File: src/rtl/bin_to_bcd_seq_pkg.sv
// Shared constants, FSM encoding and sizing helper for the bin_to_bcd_seq converter.
package bcd_pkg;

  localparam int DIGIT_W = 4;

  typedef enum logic [1:0] {
    ST_IDLE   = 2'd0,
    ST_SHIFT  = 2'd1,
    ST_FINISH = 2'd2
  } state_e;

  // Number of decimal digits needed to print the largest bin_w-bit value.
  function automatic int digits_needed(input int bin_w);
    longint unsigned max_val;
    int              n;
    max_val = (longint'(1) << bin_w) - 1;
    n       = 1;
    while (max_val > 9) begin
      max_val = max_val / 10;
      n++;
    end
    return n;
  endfunction

endpackage

File: src/rtl/bin_to_bcd_seq_if.sv
// Start/busy/done handshake and result bus of the converter.
// The blank vector exists only when LEADING_ZERO_BLANK_EN is defined.
interface bin_to_bcd_seq_if #(
  parameter int BIN_W  = 10,
  parameter int DIGITS = 4
);
  logic                                 start;
  logic [BIN_W-1:0]                     bin;
  logic                                 busy;
  logic                                 done;
  logic [bcd_pkg::DIGIT_W*DIGITS-1:0]   bcd;
`ifdef LEADING_ZERO_BLANK_EN
  logic [DIGITS-1:0]                    blank;

  modport master (output start, bin, input busy, done, bcd, blank);
  modport slave  (input start, bin, output busy, done, bcd, blank);
`else
  modport master (output start, bin, input busy, done, bcd);
  modport slave  (input start, bin, output busy, done, bcd);
`endif
endinterface

File: src/rtl/bin_to_bcd_seq_add3.sv
// Double-dabble correction cell: a BCD digit of 5 or more gets +3 before the shift.
module bcd_add3 (
  input  logic [3:0] i_digit,
  output logic [3:0] o_digit
);

  assign o_digit = (i_digit >= 4'd5) ? i_digit + 4'd3 : i_digit;

endmodule

File: src/rtl/bin_to_bcd_seq.sv
// Sequential shift-add-3 binary to packed-BCD converter with start/busy/done handshake.
// Optional LEADING_ZERO_BLANK_EN adds a registered leading-zero blanking vector.
module bin_to_bcd_seq
  import bcd_pkg::*;
#(
  parameter int BIN_W  = 10,
  parameter int DIGITS = 4
) (
  input  logic            clk,
  input  logic            rst,
  bin_to_bcd_seq_if.slave bus
);

  localparam int SCR_W = DIGIT_W * DIGITS;
  localparam int CNT_W = (BIN_W > 1) ? $clog2(BIN_W) : 1;

  localparam logic [1:0] S_IDLE   = ST_IDLE;
  localparam logic [1:0] S_SHIFT  = ST_SHIFT;
  localparam logic [1:0] S_FINISH = ST_FINISH;

  if (DIGITS < digits_needed(BIN_W)) begin : g_digits_too_few
    $error("bin_to_bcd_seq: DIGITS=%0d cannot hold %0d-bit values", DIGITS, BIN_W);
  end

  logic [1:0]       r_state;
  logic [BIN_W-1:0] r_shreg;
  logic [SCR_W-1:0] r_scratch;
  logic [CNT_W-1:0] r_cnt;
  logic             r_busy;
  logic             r_done;
  logic [SCR_W-1:0] r_bcd;
  logic [SCR_W-1:0] w_adj;

  for (genvar g = 0; g < DIGITS; g++) begin : g_add3
    bcd_add3 u_add3 (
      .i_digit (r_scratch[g*DIGIT_W +: DIGIT_W]),
      .o_digit (w_adj[g*DIGIT_W +: DIGIT_W])
    );
  end

`ifdef LEADING_ZERO_BLANK_EN
  logic [DIGITS-1:0] r_blank;
  logic [DIGITS-1:0] w_blank;
  logic              w_all_zero;

  // Walk from the top digit down; digit 0 always stays visible.
  // NOTE: every always_comb output gets a default first so no path can infer a latch.
  always_comb begin
    w_blank    = '0;
    w_all_zero = 1'b1;
    for (int i = DIGITS - 1; i >= 1; i--) begin
      w_all_zero = w_all_zero && (r_scratch[i*DIGIT_W +: DIGIT_W] == '0);
      w_blank[i] = w_all_zero;
    end
  end
`endif

  // NOTE: sequential state uses non-blocking assignments only, so every register
  // samples the pre-edge value of its neighbours regardless of statement order.
  always_ff @(posedge clk or posedge rst) begin
    if (rst) begin
      r_state   <= S_IDLE;
      r_shreg   <= '0;
      r_scratch <= '0;
      r_cnt     <= '0;
      r_busy    <= 1'b0;
      r_done    <= 1'b0;
      r_bcd     <= '0;
`ifdef LEADING_ZERO_BLANK_EN
      r_blank   <= '0;
`endif
    end else begin
      r_done <= 1'b0;
      case (r_state)
        S_IDLE: begin
          if (bus.start) begin
            r_shreg   <= bus.bin;
            r_scratch <= '0;
            r_cnt     <= '0;
            r_busy    <= 1'b1;
            r_state   <= S_SHIFT;
          end
        end
        S_SHIFT: begin
          // Correct all digits, then shift {scratch, shreg} left by one.
          r_scratch <= (w_adj << 1) | SCR_W'(r_shreg[BIN_W-1]);
          r_shreg   <= r_shreg << 1;
          r_cnt     <= r_cnt + 1'b1;
          if (r_cnt == CNT_W'(BIN_W - 1)) begin
            r_state <= S_FINISH;
          end
        end
        S_FINISH: begin
          r_bcd   <= r_scratch;
          r_done  <= 1'b1;
          r_busy  <= 1'b0;
          r_state <= S_IDLE;
`ifdef LEADING_ZERO_BLANK_EN
          r_blank <= w_blank;
`endif
        end
        default: begin
          r_state <= S_IDLE;
          r_busy  <= 1'b0;
        end
      endcase
    end
  end

  assign bus.busy = r_busy;
  assign bus.done = r_done;
  assign bus.bcd  = r_bcd;
`ifdef LEADING_ZERO_BLANK_EN
  assign bus.blank = r_blank;
`endif

endmodule
File: src/flat_wrapper.sv
// flat-port wrapper written by rule: the top's interface ports become plain ports
module bin_to_bcd_seq_flat import bcd_pkg::*;
#(
  parameter int BIN_W  = 10,
  parameter int DIGITS = 4
)
  (clk, rst, bus_start, bus_bin, bus_busy, bus_done, bus_bcd);
  bin_to_bcd_seq_if #(.BIN_W(BIN_W), .DIGITS(DIGITS)) bus_i ();
  input  logic clk;
  input  logic rst;
  input wire logic [$bits(bus_i.start)-1:0] bus_start;
  input wire logic [$bits(bus_i.bin)-1:0] bus_bin;
  output wire logic [$bits(bus_i.busy)-1:0] bus_busy;
  output wire logic [$bits(bus_i.done)-1:0] bus_done;
  output wire logic [$bits(bus_i.bcd)-1:0] bus_bcd;
  assign bus_i.start = bus_start;
  assign bus_i.bin = bus_bin;
  assign bus_busy = bus_i.busy;
  assign bus_done = bus_i.done;
  assign bus_bcd = bus_i.bcd;
  bin_to_bcd_seq #(.BIN_W(BIN_W), .DIGITS(DIGITS)) u_core (.clk(clk), .rst(rst), .bus(bus_i));
endmodule
File: config.mk
export PLATFORM = sky130hd
export DESIGN_NAME = bin_to_bcd_seq_flat
export DESIGN_NICKNAME = d
export VERILOG_FILES = /design/src/rtl/bin_to_bcd_seq_pkg.sv /design/src/rtl/bin_to_bcd_seq_if.sv /design/src/rtl/bin_to_bcd_seq_add3.sv /design/src/rtl/bin_to_bcd_seq.sv /design/src/flat_wrapper.sv
export SDC_FILE = /design/constraint.sdc
export NUM_CORES = 1
export LEC_CHECK = 0
export BUFFER_PORTS_ARGS = -buffer_cell sky130_fd_sc_hd__buf_2
export CAP_MARGIN = 10
export CORE_UTILIZATION = 51
export CTS_CLUSTER_SIZE = 12
export DETAILED_ROUTE_END_ITERATION = 12
export PLACE_DENSITY = 0.82
export SYNTH_ARGS = -nofsm -noshare
export SYNTH_HDL_FRONTEND = slang
export SYNTH_SLANG_ARGS = --single-unit
File: constraint.sdc
create_clock -name clk -period 1.4 [get_ports clk]
set_input_delay 0.28 -clock clk [delete_from_list [all_inputs] [get_ports clk]]
set_output_delay 0.28 -clock clk [all_outputs]
set_load 0.005 [all_outputs]
# Yosys cells after proc, flatten, opt, wreduce, memory -nomap -nowiden
# Cells that the tools add are included.
[op_classes] n_addsub=5 muxes=16 magnitude_cmp=4 reduce_logical=5 n_bitwise=2 n_eq_ne=5
[op_table] op="16-bit one-hot mux with 2 select lines" n=1
[op_table] op="10-bit one-hot mux with 2 select lines" n=1
[op_table] op="4-bit by 3-bit >= comparator with 1-bit output (second input constant)" n=4
[op_table] op="16-bit two-way mux" n=1
[op_table] op="4-bit two-way mux" n=4
[op_table] op="16-bit by 1-bit OR with 16-bit output" n=1
[op_table] op="4-bit by 2-bit adder with 4-bit output (second input constant)" n=3
[op_table] op="10-bit two-way mux" n=1
[op_table] op="4-bit one-hot mux with 2 select lines" n=1
[op_table] op="2-bit AND reduction" n=3
[op_table] op="4-bit by 1-bit adder with 4-bit output (second input constant)" n=1
[op_table] op="4-bit equality test (second input constant)" n=1
[op_table] op="2-bit two-way mux" n=2
[op_table] op="2-bit one-hot mux with 2 select lines" n=1
[op_table] op="3-bit by 2-bit adder with 3-bit output (second input constant)" n=1
[op_table] op="3-bit two-way mux" n=1
[op_table] op="2-bit by 1-bit equality test with 1-bit output (second input constant)" n=1
[op_table] op="2-bit equality test (second input constant)" n=1
[op_table] op="2-bit logical NOT" n=1
[op_table] op="1-bit two-way mux" n=2
[op_table] op="2-bit by 1-bit inequality test with 1-bit output (second input constant)" n=1
[op_table] op="2-bit inequality test (second input constant)" n=1
[op_table] op="1-bit one-hot mux with 2 select lines" n=1
[op_table] op="2-bit nonzero test" n=1
[op_table] op="1-bit inverter" n=1
[totals] inputBits=13 regBits=50 out_inout_bits=18 elab_cells=44

# Depth between registers and ports, before layout
[depth] depth_word=4 depth_mapped=6 mapped_depth_nobuf=6

# Cells and area by module
# A second synthesis with hierarchy kept.
[unflattened] cells_unflattened=224 area_unflattened_um2=2451.1
[by_module_without_submodules] module="bin_to_bcd_seq" cells_per_inst=160 seq_area_each_um2=1251.2 instances=1 area_per_inst_um2=2045.7
[by_module_without_submodules] module="bcd_add3" cells_per_inst=16 seq_area_each_um2=0.0 instances=4 area_per_inst_um2=101.3

# Worst setup path after synthesis
# OpenSTA, ideal clock, no wires.
[synth_path] path_kind="register to register" startpoint="register u_core.r_scratch[0]" endpoint="register u_core.r_scratch[2]" stages_incl_launch_ff=7 path_buffers=0 path_slack_ns=0.041 setup_time_ns=0.121 synth_period_minus_slack_ns=1.359 t_required_ns=1.279 t_arrival_ns=1.238 path_cell_list="dfrtp_1 inv_1 ha_1 nand2b_1 a21oi_1 mux2i_1 a22o_1"
[synth_between] elab_chain_len=4 elab_cells_between_ends=5 cone_classes="1 x add/sub; 1 x order compare; 2 x mux; 1 x bitwise"
[synth_rtl] item="from (decl)" line="bin_to_bcd_seq.sv:27" text="logic [SCR_W-1:0] r_scratch;"
[synth_rtl] item="from (signal assigned)" line="bin_to_bcd_seq.sv:86" text="r_scratch <= (w_adj << 1) | SCR_W'(r_shreg[BIN_W-1]);"
[synth_rtl] item="4-bit by 2-bit adder with 4-bit output or 4-bit by 3-bit >= comparator with 1-bit output (tied branches)" line="bin_to_bcd_seq_add3.sv:7" text="assign o_digit = (i_digit >= 4'd5) ? i_digit + 4'd3 : i_digit;"
[synth_rtl] item="4-bit two-way mux *" line="bin_to_bcd_seq_add3.sv:7"
[synth_rtl] item="16-bit by 1-bit OR with 16-bit output *" line="bin_to_bcd_seq.sv:86"
[synth_rtl] item="16-bit one-hot mux with 2 select lines *" line="bin_to_bcd_seq.sv:74" text="case (r_state)"
# Mark *: on every way between the ends. The rest lies on a longest branch, timed or not.
# A chain may end at the register's enable or synchronous reset.

# Final worst setup path
[layout_path] startpoint="register u_core.r_scratch[4]" endpoint="register u_core.r_scratch[6]"
# Same word-level chain as after synthesis.

==> impl_metrics.env <==
export IMPL_detailed_place_hpwl_um=3100
export IMPL_tightest_slew_ns=0.269
export IMPL_setup_worst_path_start_class="flop"
export IMPL_r2r_start="u_core.r_scratch[4]"
export IMPL_pre_cts_ws_ns=-0.0944
export IMPL_cts_hold_buffers=0
export IMPL_drc=0
export IMPL_worst_clock_skew_ns=0.00785
export IMPL_syn_inst=210
export IMPL_fin_crit_ns=1.36
export IMPL_synth_edf_count=0
export IMPL_dieArea_mm2=0.00481
export IMPL_clock_sinks=50
export IMPL_relSlewSlack_pct=81.8
export IMPL_async_reset_ff_share_pct=100
export IMPL_crit_start="u_core.r_scratch[4]"
export IMPL_end_kind="flop"
export IMPL_required_ns=1.66
export IMPL_clk_pin_slew_ns=0.09
export IMPL_yosysMostFrequentCell="dfrtp_1"
export IMPL_viasPerCell=5.49
export IMPL_fin_crit_sh_pct=97.5
export IMPL_cts_tree="done"
export IMPL_status="finished clean"
export IMPL_ir_worst_vdd_mv=0.771
export IMPL_h_tree_depth=2
export IMPL_synth_cell_types=28
export IMPL_hp_class="input pin to async pin"
export IMPL_clkLatencyLatePin_ns=0.31
export IMPL_antenna_found_initial=0
export IMPL_synth_nets=233
export IMPL_die_h_um=69.4
export IMPL_yosys_area_top_type_share_pct=54.0
export IMPL_grt_pass1_vias=1756
export IMPL_first_pass_iters=4
export IMPL_grt_max_degree=51
export IMPL_cts_buffer_depth=2
export IMPL_max_cap_violations=0
export IMPL_synth_top_area_cell="dfrtp_1"
export IMPL_ios=31
export IMPL_core_mm2=0.00435
export IMPL_initial_core_util_pct=53.2
export IMPL_synth_seq_area_share_pct=54.0
export IMPL_avgSynthCellArea_um2=11.0
export IMPL_cts_buffers=5
export IMPL_portBuffers=30
export IMPL_vias=1741
export IMPL_fin_tns_setup_ns=0
export IMPL_antenna_cells=0
export IMPL_critPathKind="flop to flop"
export IMPL_fill_cells=337
export IMPL_drtIter0Drc=97
export IMPL_nNetsFinal=287
export IMPL_synth_seq_cells=50
export IMPL_synthFlopType="dfrtp_1"
export IMPL_leakagePower_nw=1.44
export IMPL_cp_arrival_ns=1.62
export IMPL_path_max_fanout=3
export IMPL_synthTopCellsByArea="dfrtp_1 (54%), mux2_2 (7.8%), o21ai_0 (5.6%)"
export IMPL_yosysWarnings=0
export IMPL_utilization_pct=67.1
export IMPL_rsz0062_at_grt="yes"
export IMPL_final_hold_viol_count=0
export IMPL_syn_area_mm2=0.00232
export IMPL_syn_to_final_growth_pct=26.1
export IMPL_row_count=24
export IMPL_p_per_area_mw_per_mm2=2170
export IMPL_drive_above_1_share_pct=39.2
export IMPL_place_congestion=0.788
export IMPL_drtAntennaViolNets=0
export IMPL_die_w_um=69.4
export IMPL_setup_violations=0
export IMPL_grt_pass1_wl_um=7910
export IMPL_wl_um=4740
export IMPL_drv_slew=0
export IMPL_max_freq_ghz=0.733
export IMPL_ctsRootBufferMaster="clkbuf_8"
export IMPL_synth_commonest_cells="dfrtp_1 (50), o21ai_0 (26), nand2_1 (22)"
export IMPL_grt_ovfl_total=0
export IMPL_track_usage_pct=20.8
export IMPL_setup_ws_ns=0.0350
export IMPL_wl_per_cell_um=15.0
## power breakdown
group | leakage (nW) | switching, mW | internal [mW]
combinational | 0.739 | 1.31 | 1.52
clock | 0.0524 | 0.482 | 0.535
sequential | 0.651 | 0.502 | 2.00
total | 1.44 | 2.29 | 4.06
## layout by cell type, fill, tap and decap left out, drive strengths merged
master	synthesis	layout
a21oi	12	12
nor2	3	3
bufinv	0	1
a41oi	1	1
nand2b	5	5
clkinvlp	0	1
nor3	5	5
dfrtp	50	50
a22oi	4	4
inv	12	11
nor3b	3	3
nand3	6	6
clkbuf	2	7
xnor2	4	4
a21o	1	1
mux2i	4	4
nand2	22	22
and3b	5	5
o21ai	27	27
mux2	16	16
a22o	7	7
ha	10	10
a32o	1	1
buf	7	56
and4	1	1
nor2b	2	2
## metrics by stage
step           std cells  area (um^2)  total power [mW]  hold slack (ns)
6_report             317         2920              6.35          0.00607
3_5_place_dp         302         2660              4.82            0.365
5_1_grt              317         2920              6.82           0.0391
3_3_place_gp         302         2660              4.64            0.361
2_1_floorplan        210         2320              3.93            0.322
4_1_cts              311         2790              5.90           0.0297
## what timing repair did
item,4_1_cts,5_1_grt
endpoints found under the hold margin,0,0
resized for setup,5,24
setup buffers,1,6
endpoints found under the setup margin,8,17
pin swaps,1,8
## layer usage
layer / wire length, um / track usage (%)
met5: 0 / 0
met1: 2130 / 26.8
met3: 175 / 5.23
met2: 2340 / 33.3
met4: 91 / 9.30
## sequential cells by signal, indices dropped and copies added, names as in the netlist
register          flops
u_core.r_shreg       10
u_core.bus.done       1
u_core.r_scratch     16
u_core.r_cnt          4
u_core.r_state        2
u_core.bus.bcd       16
u_core.bus.busy       1
## layout make-up
cell class              count  area (um^2)  share of cell area (%)
multi-input cells         139         1080                    36.9
clock inverters             1         30.0                    1.03
flip-flops and latches     50         1250                    42.9
clock buffers               7         76.3                    2.61
inverters                  12         48.8                    1.67
repair buffers             56          370                    12.7
well taps                  52         65.1                    2.23
## kinds of logic after synthesis
kind of cell,after synthesis,synth area share [%]
compound gates,53,13.5
xor+xnor,4,1.51
fa+ha+maj,10,5.40
buf+inv,21,4.16
flops,50,54.0
mux,20,9.51
simple gates,52,11.9
## worst max-delay path, stage by stage (launching register included)
cell and delay [ns]:
dfrtp_1 0.41, inv_1 0.10, ha_2 0.22, nand2b_4 0.06, a21oi_2 0.18, mux2i_1 0.21, a22o_1 0.13
## worst paths after layout
kind	cells past startpoint	endpoint	slack [ns]
min in group clk	2	u_core.r_shreg[0]	0.24
worst max-delay path	6	u_core.r_scratch[6]	0.04
max in group asynchronous	3	u_core.r_state[0]	1.13
worst min register to register	2	u_core.r_shreg[1]	0.49
worst max register to register	6	u_core.r_scratch[6]	0.04
worst min-delay path	3	u_core.r_cnt[1]	0.006
Note: power is estimated with default switching activity, not from simulation.
